<file path="src/rtl/sextium_mem_arbiter.sv">
// Sextium memory arbiter: shares one memory port between the core
// and a loader/DMA master; core has priority, loader is starvation-free.
module sextium_mem_arbiter #(
  parameter int AW          = 16,
  parameter int DW          = 16,
  parameter int MEM_LAT     = 1,
  parameter int LD_WAIT_MAX = 4
) (
  input  logic          clock,
  input  logic          reset,
  input  logic [AW-1:0] core_addr,
  input  logic          core_read,
  input  logic          core_write,
  input  logic [DW-1:0] core_wdata,
  output logic [DW-1:0] core_rdata,
  output logic          core_done,
  output logic          core_hold,
  input  logic          ld_req,
  input  logic          ld_we,
  input  logic [AW-1:0] ld_addr,
  input  logic [DW-1:0] ld_wdata,
  input  logic          ld_lock,
  output logic [DW-1:0] ld_rdata,
  output logic          ld_done,
  output logic [AW-1:0] mem_addr,
  output logic [DW-1:0] mem_wdata,
  output logic          mem_read,
  output logic          mem_write,
  input  logic [DW-1:0] mem_rdata,
  output logic          busy
);

  localparam int WW = $clog2(LD_WAIT_MAX + 1);
  localparam int LW = (MEM_LAT > 1) ? $clog2(MEM_LAT) : 1;

  localparam logic [1:0] IDLE   = 2'd0;
  localparam logic [1:0] ACCESS = 2'd1;
  localparam logic [1:0] WAIT   = 2'd2;

  logic [1:0]    state_q, state_d;
  logic          owner_q, owner_d;
  logic          we_q, we_d;
  logic [WW-1:0] wcnt_q, wcnt_d;
  logic [LW-1:0] lat_q, lat_d;
  logic [AW-1:0] addr_q, addr_d;
  logic [DW-1:0] wdata_q, wdata_d;
  logic          rd_q, rd_d;
  logic          wr_q, wr_d;
  logic          cdone_q, cdone_d;
  logic          ldone_q, ldone_d;
  logic [DW-1:0] crdata_q, crdata_d;
  logic [DW-1:0] lrdata_q, lrdata_d;
  logic          busy_q;

  logic core_req;
  logic quiet;
  logic wmax;
  logic grant_ld;
  logic grant_core;

  assign core_req = core_read | core_write;
  // The done cycle is dead for arbitration so a master that still
  // holds its request while seeing done is not served twice.
  assign quiet    = ~(cdone_q | ldone_q);
  assign wmax     = (wcnt_q == WW'(LD_WAIT_MAX));
  assign grant_ld = quiet & ld_req
                  & (ld_lock | wmax | ~core_req);
  assign grant_core = quiet & core_req
                    & ~ld_lock & ~grant_ld;

  always_comb begin
    state_d  = state_q;
    owner_d  = owner_q;
    we_d     = we_q;
    wcnt_d   = wcnt_q;
    lat_d    = lat_q;
    addr_d   = addr_q;
    wdata_d  = wdata_q;
    rd_d     = 1'b0;
    wr_d     = 1'b0;
    cdone_d  = 1'b0;
    ldone_d  = 1'b0;
    crdata_d = crdata_q;
    lrdata_d = lrdata_q;
    unique case (state_q)
      IDLE: begin
        if (grant_ld || grant_core) begin
          owner_d = grant_ld;
          we_d    = grant_ld ? ld_we : core_write;
          addr_d  = grant_ld ? ld_addr : core_addr;
          wdata_d = grant_ld ? ld_wdata : core_wdata;
          rd_d    = ~we_d;
          wr_d    = we_d;
          state_d = ACCESS;
        end
        if (grant_ld) begin
          wcnt_d = '0;
        end else if (grant_core && ld_req && !wmax) begin
          wcnt_d = wcnt_q + WW'(1);
        end
      end
      ACCESS: begin
        if (we_q) begin
          cdone_d = ~owner_q;
          ldone_d = owner_q;
          state_d = IDLE;
        end else begin
          lat_d   = LW'(MEM_LAT - 1);
          state_d = WAIT;
        end
      end
      WAIT: begin
        if (lat_q == '0) begin
          cdone_d = ~owner_q;
          ldone_d = owner_q;
          if (owner_q) lrdata_d = mem_rdata;
          else crdata_d = mem_rdata;
          state_d = IDLE;
        end else begin
          lat_d = lat_q - LW'(1);
        end
      end
      default: state_d = IDLE;
    endcase
  end

  always_ff @(posedge clock or negedge reset) begin
    if (!reset) begin
      state_q  <= IDLE;
      owner_q  <= 1'b0;
      we_q     <= 1'b0;
      wcnt_q   <= '0;
      lat_q    <= '0;
      addr_q   <= '0;
      wdata_q  <= '0;
      rd_q     <= 1'b0;
      wr_q     <= 1'b0;
      cdone_q  <= 1'b0;
      ldone_q  <= 1'b0;
      crdata_q <= '0;
      lrdata_q <= '0;
      busy_q   <= 1'b0;
    end else begin
      state_q  <= state_d;
      owner_q  <= owner_d;
      we_q     <= we_d;
      wcnt_q   <= wcnt_d;
      lat_q    <= lat_d;
      addr_q   <= addr_d;
      wdata_q  <= wdata_d;
      rd_q     <= rd_d;
      wr_q     <= wr_d;
      cdone_q  <= cdone_d;
      ldone_q  <= ldone_d;
      crdata_q <= crdata_d;
      lrdata_q <= lrdata_d;
      busy_q   <= (state_d != IDLE);
    end
  end

  assign core_hold  = core_req & ~cdone_q;
  assign core_done  = cdone_q;
  assign core_rdata = crdata_q;
  assign ld_done    = ldone_q;
  assign ld_rdata   = lrdata_q;
  assign mem_addr   = addr_q;
  assign mem_wdata  = wdata_q;
  assign mem_read   = rd_q;
  assign mem_write  = wr_q;
  assign busy       = busy_q;

endmodule
</file>
<file path="config.mk">
export PLATFORM = sky130hd
export DESIGN_NAME = sextium_mem_arbiter
export DESIGN_NICKNAME = d
export VERILOG_FILES = /design/src/rtl/sextium_mem_arbiter.sv
export SDC_FILE = /design/constraint.sdc
export NUM_CORES = 1
export LEC_CHECK = 0
export BUFFER_PORTS_ARGS = -buffer_cell sky130_fd_sc_hd__buf_2
export CORE_AREA = 3 3 68 118
export DETAILED_ROUTE_END_ITERATION = 6
export DIE_AREA = 0 0 71 121
export PLACE_DENSITY_LB_ADDON = 0.2
export SKIP_CTS_REPAIR_TIMING = 1
export SLEW_MARGIN = 20
export SYNTH_ARGS = -nofsm -noshare
export SYNTH_HDL_FRONTEND = slang
export SYNTH_SLANG_ARGS = --single-unit
</file>
<file path="constraint.sdc">
create_clock -name clock -period 2.2 [get_ports clock]
set_clock_uncertainty 0.1 [all_clocks]
set_input_delay 0.55 -clock clock [delete_from_list [all_inputs] [get_ports clock]]
set_output_delay 0.55 -clock clock [all_outputs]
set_load 0.02 [all_outputs]
</file>
Yosys cells after proc, flatten, opt, wreduce, memory -nomap -nowiden
Cells that the tools add are included. W data, S select, Z words.

Add/subtract/negate cells: 2. Equal/unequal tests: 4. Multiplexer cells: 22. Bitwise logic cells: 18. Reductions and logical operators: 13.

Operators by type and width (number): $mux W16 (2); $mux W1 (11); $not A1 Y1 (8); $and A1 B1 Y1 (6); $mux W2 (3); $mux W3 (2); $pmux W1 S2 (3); $pmux W2 S3 (1); $reduce_and A2 Y1 (3); $reduce_and A3 Y1 (2); $reduce_bool A2 Y1 (3); $or A1 B1 Y1 (4); $add A3 B1 Y3 const B (1); $eq A3 B3 Y1 const B (1); $eq A2 B1 Y1 const B (1); $eq A2 B2 Y1 const B (1); $logic_and A1 B1 Y1 (2); $logic_not A2 Y1 (1); $ne A2 B2 Y1 const B (1); $logic_not A1 Y1 (1); $logic_or A1 B1 Y1 (1); $sub A1 B1 Y1 const B (1).

Flip-flop bits (word level): 77. Input port bits: 87. Output and inout bits: 70. Logic and storage cells: 73.

Longest topological paths before layout
Word-level depth: 10. Gate-level depth with buffers: 8. Depth with buffers taken out: 6.

Least setup slack after synthesis
OpenSTA, ideal clock, no wires.

Path kind: register to register. Start: reg wcnt_q[0]. End: reg we_q. Setup time: 125 ps. Arrival time: 1662 ps. Required time: 1975 ps. Path slack: 313 ps. Cell stages (with the launch flop): 8. Path buffers: 1. Clock period less this slack: 1887 ps. Path through: dfrtp_1 -> inv_1 -> ha_1 -> and2_1 -> o31ai_1 -> buf_6 -> mux2_4 -> mux2_2.

Word-level cells in the longest chain between the ends: 8. Elaborated cells on any way between the ends: 9. Classes of those cells: eq/ne: 1; mux: 1; bitwise: 5; reduce/logical: 2.

RTL lines: start, declared (line 43) `logic [WW-1:0] wcnt_q, wcnt_d;`; start signal, assigned (line 147) `wcnt_q <= wcnt_d;`; $eq A3 B3 Y1 * (line 65) `assign wmax = (wcnt_q == WW'(LD_WAIT_MAX));`; $or A1 B1 Y1 * (2 in a row) (line 67) `& (ld_lock | wmax | ~core_req);`; $and A1 B1 Y1 * (line 67); $not A1 Y1 (line 69) `& ~ld_lock & ~grant_ld;`; $and A1 B1 Y1 (line 69); $logic_or A1 B1 Y1 (line 87) `if (grant_ld || grant_core) begin`; $reduce_and A2 Y1 (no line); end signal, assigned (line 146) `we_q <= we_d;`; end, declared (line 42) `logic we_q, we_d;`.

Every way passes the cells marked *; elsewhere a longest branch is shown, timed or not. A chain may end at the register's enable or synchronous reset.

Final worst setup path
Start: reg wcnt_q[0]. End: reg wdata_q[2] (netlist: mem_wdata[2]).

Word-level cells in the longest chain between the ends: 8. Elaborated cells on any way between the ends: 9. Classes of those cells: eq/ne: 1; mux: 1; bitwise: 5; reduce/logical: 2.

RTL lines: $eq A3 B3 Y1 * (line 65); $or A1 B1 Y1 * (2 in a row) (line 67); $and A1 B1 Y1 * (line 67); $not A1 Y1 (line 69); $and A1 B1 Y1 (line 69); $logic_or A1 B1 Y1 (line 87); $reduce_and A2 Y1 (no line); end signal, assigned (line 150) `wdata_q <= wdata_d;`; end, declared (line 46) `logic [DW-1:0] wdata_q, wdata_d;`.

Marked as above.

==> out/summary.txt <==
Hold Path Class: input port to asynchronous set/reset pin
Root Buffer: clkbuf_16
Tmin final: 1.88 ns
Headroom to the max-slew limit: 65.8%
WP data required: 2.29 ns
First-pass GRT wire length: 11600 um
Congestion Overflow GR: 0
Syn avg cell area: 12.4 um^2
Mapped Nets: 357
Cells after DPL: 497
Syn. warnings: 0
Initial DRC count: 94
Final nets: 515
Die Area: 8590 um^2
Peak supply drop: 0.776 mV
Least-Margin Pin Slew: 0.514 ns
Num CTS Buffers: 9
Commonest non-fill, non-tap cell in the layout: buf_2
Die height: 121 um
DRC viols: 0
Initial Util: 45.7%
Syn Inst Count: 264
Detailed Routing Iterations Pass 1: 4
Netlist cell types: 27
Crit Path Class: register to register
Unrepaired setup endpoints after global routing: false
Setup_tns: 0 ns
Worst Path Arrival: 1.97 ns
I/O pin count: 157
DR vias: 2501
Startpoint Class: register
Outcome: finished, final reports clean
Fmax: 533 MHz
Drt total wl: 7030 um
Final Max Slew Viols: 0
CP endpoint kind: register
Port bufs: 156
Area grow syn2layout: 34.9%
CTS tree: done
Hold slack: 0.0996 ns
Clock latency on the worst-skew pair: 0.32 ns
DR WL/cell: 13.8 um
Initial antenna violation count: 0
Leak Pwr: 2.37 nW
Site Rows: 41
PD cells: 1490 nW/um^2
Tcrit/Tclk final: 85.2%
Design Area, Final: 4430 um^2
Register bit count reported by yosys: 76
Via density: 4.91
Placement Setup Slack: 0.320 ns
Worst setup margin: 0.325 ns
Fin cells: 509
Critical path, cell by cell: inv_1 -> ha_1 -> and2_1 -> o31ai_4 -> buf_12 -> mux2i_1 -> o21ai_0
Post-route ant nets: 0
Hpwl dp: 5390 um
Final Hold Viols: 0
GPL Wtd Cong: 0.764
Leading cell types in the layout, fill and taps excluded: buf_2 (155), dfrtp_1 (76), nand2_1 (35)
Mapped Area: 3280 um^2
Placed cell areas: 4180 um^2
# setup viols final: 0
Total GRT Usage: 17.4%
Pin count of the biggest net entering global routing: 65
Worst-case clock buffer depth: 2
Vias in the first global route: 2519
Chip Width: 71 um
Core footprint: 7180 um^2
Critical path fanouts, max: 33
Slowest cell on the critical path: dfrtp_1
# clock sinks: 76
Max cap viols: 0
Slowest stage delay, CP: 0.36 ns
Share of post-route cells with drive strength above 1: 49.6%
Htree depth: 3
CTS clk-pin slew, worst paths: 0.05 ns
Diode count: 0
Share of the yosys chip area belonging to registers: 57.9%
==> cells by family (layout without fill, tap and decap cells) <==
group	after synthesis	after routing	synth area share (%)
and+or+nand+nor	54	54	7.35
buffers and inverters	18	177	3.16
adders and majority gates	6	6	2.29
muxes	67	67	21.9
DFF	76	76	57.9
AOI/OAI and AO/OA	43	43	7.43
==> critical path, delay by kind of cell (launching register included) <==
family / cells / cell delay (ns)
compound gates: 2 / 0.34
fa+ha+maj: 1 / 0.19
buf+inv: 2 / 0.35
flops: 1 / 0.36
mux: 1 / 0.21
simple gates: 1 / 0.18
==> routing by layer <==
layer  vias up  wire (um)  GRT usage [%]
li1       1226          -              -
met1      1161       2640           18.9
met2       107       3700           30.5
met3         7        595           5.80
met4         0         99           7.06
met5         -          0              0
==> where the power goes <==
group	leakage, nW	switching [W]	internal (W)
Clock	0.120	0.000486	0.000768
Sequential	0.927	0.000332	0.00208
Combinational	1.32	0.00177	0.00118
Total	2.37	0.00259	0.00402
==> synthesized netlist by cell type <==
library cell  number  share of area, %
a211oi_1           1              0.23
a21oi_1            1              0.15
a22o_1             2              0.53
a31oi_1            1              0.19
and2_1             2              0.38
and3b_1            1              0.27
buf_2              5              0.76
buf_6              4               1.4
clkbuf_1           5              0.57
dfrtp_1           76                58
ha_1               6               2.3
inv_1              4              0.46
mux2_2            34                12
mux2_4             1              0.46
mux2i_1           32               9.8
nand2_1           35               4.0
nand2b_1           1              0.19
nor2_1             8              0.91
nor2b_1            4              0.76
nor3b_1            2              0.46
nor3b_2            1              0.38
o211ai_2           1              0.38
o21ai_0           29               4.4
o21ai_1            5              0.76
o21ba_2            1              0.30
o21bai_1           1              0.23
o31ai_1            1              0.23
==> path summary, 6_finish.rpt <==
path / startpoint / end / slack, ns / cells past startpoint
max: wcnt_q[0]$_DFFE_PN0P_ / mem_wdata[2]$_DFFE_PN0P_ / 0.32 / 7
max reg2reg: wcnt_q[0]$_DFFE_PN0P_ / mem_wdata[2]$_DFFE_PN0P_ / 0.32 / 7
min reg2reg: mem_wdata[5]$_DFFE_PN0P_ / mem_wdata[5]$_DFFE_PN0P_ / 0.37 / 2
min in group clock: mem_rdata[15] / ld_rdata[15]$_DFFE_PN0P_ / 0.37 / 2
min: reset / ld_rdata[8]$_DFFE_PN0P_ / 0.1 / 1
max in group asynchronous: reset / mem_addr[5]$_DFFE_PN0P_ / 1.32 / 2
==> cell type report <==
type / count / area, um^2
Multi-Input combinational cell: 170 / 1300
Clock buffer: 12 / 246
Tap cell: 86 / 108
Inverter: 4 / 15.0
Fill cell: 607 / 2750
Sequential cell: 76 / 1900
Timing Repair Buffer: 161 / 858
==> state kept, by name, summed over array words and instances, names as in the netlist <==
| signal | flops |
|---|---|
| core_rdata | 16 |
| mem_addr | 16 |
| ld_done | 1 |
| state_q | 2 |
| core_done | 1 |
| mem_write | 1 |
| ld_rdata | 16 |
| mem_read | 1 |
| mem_wdata | 16 |
| we_q | 1 |
| wcnt_q | 3 |
| busy | 1 |
| owner_q | 1 |
==> per-stage QoR <==
step,total power (W),util [%]
floorplan,0.00438,-
global placement,0.00536,58.3
detailed placement,0.00544,58.3
CTS,0.00673,61.7
global route,0.00709,61.7
finish,0.00661,61.7
Power figures use the tool's default switching activity.
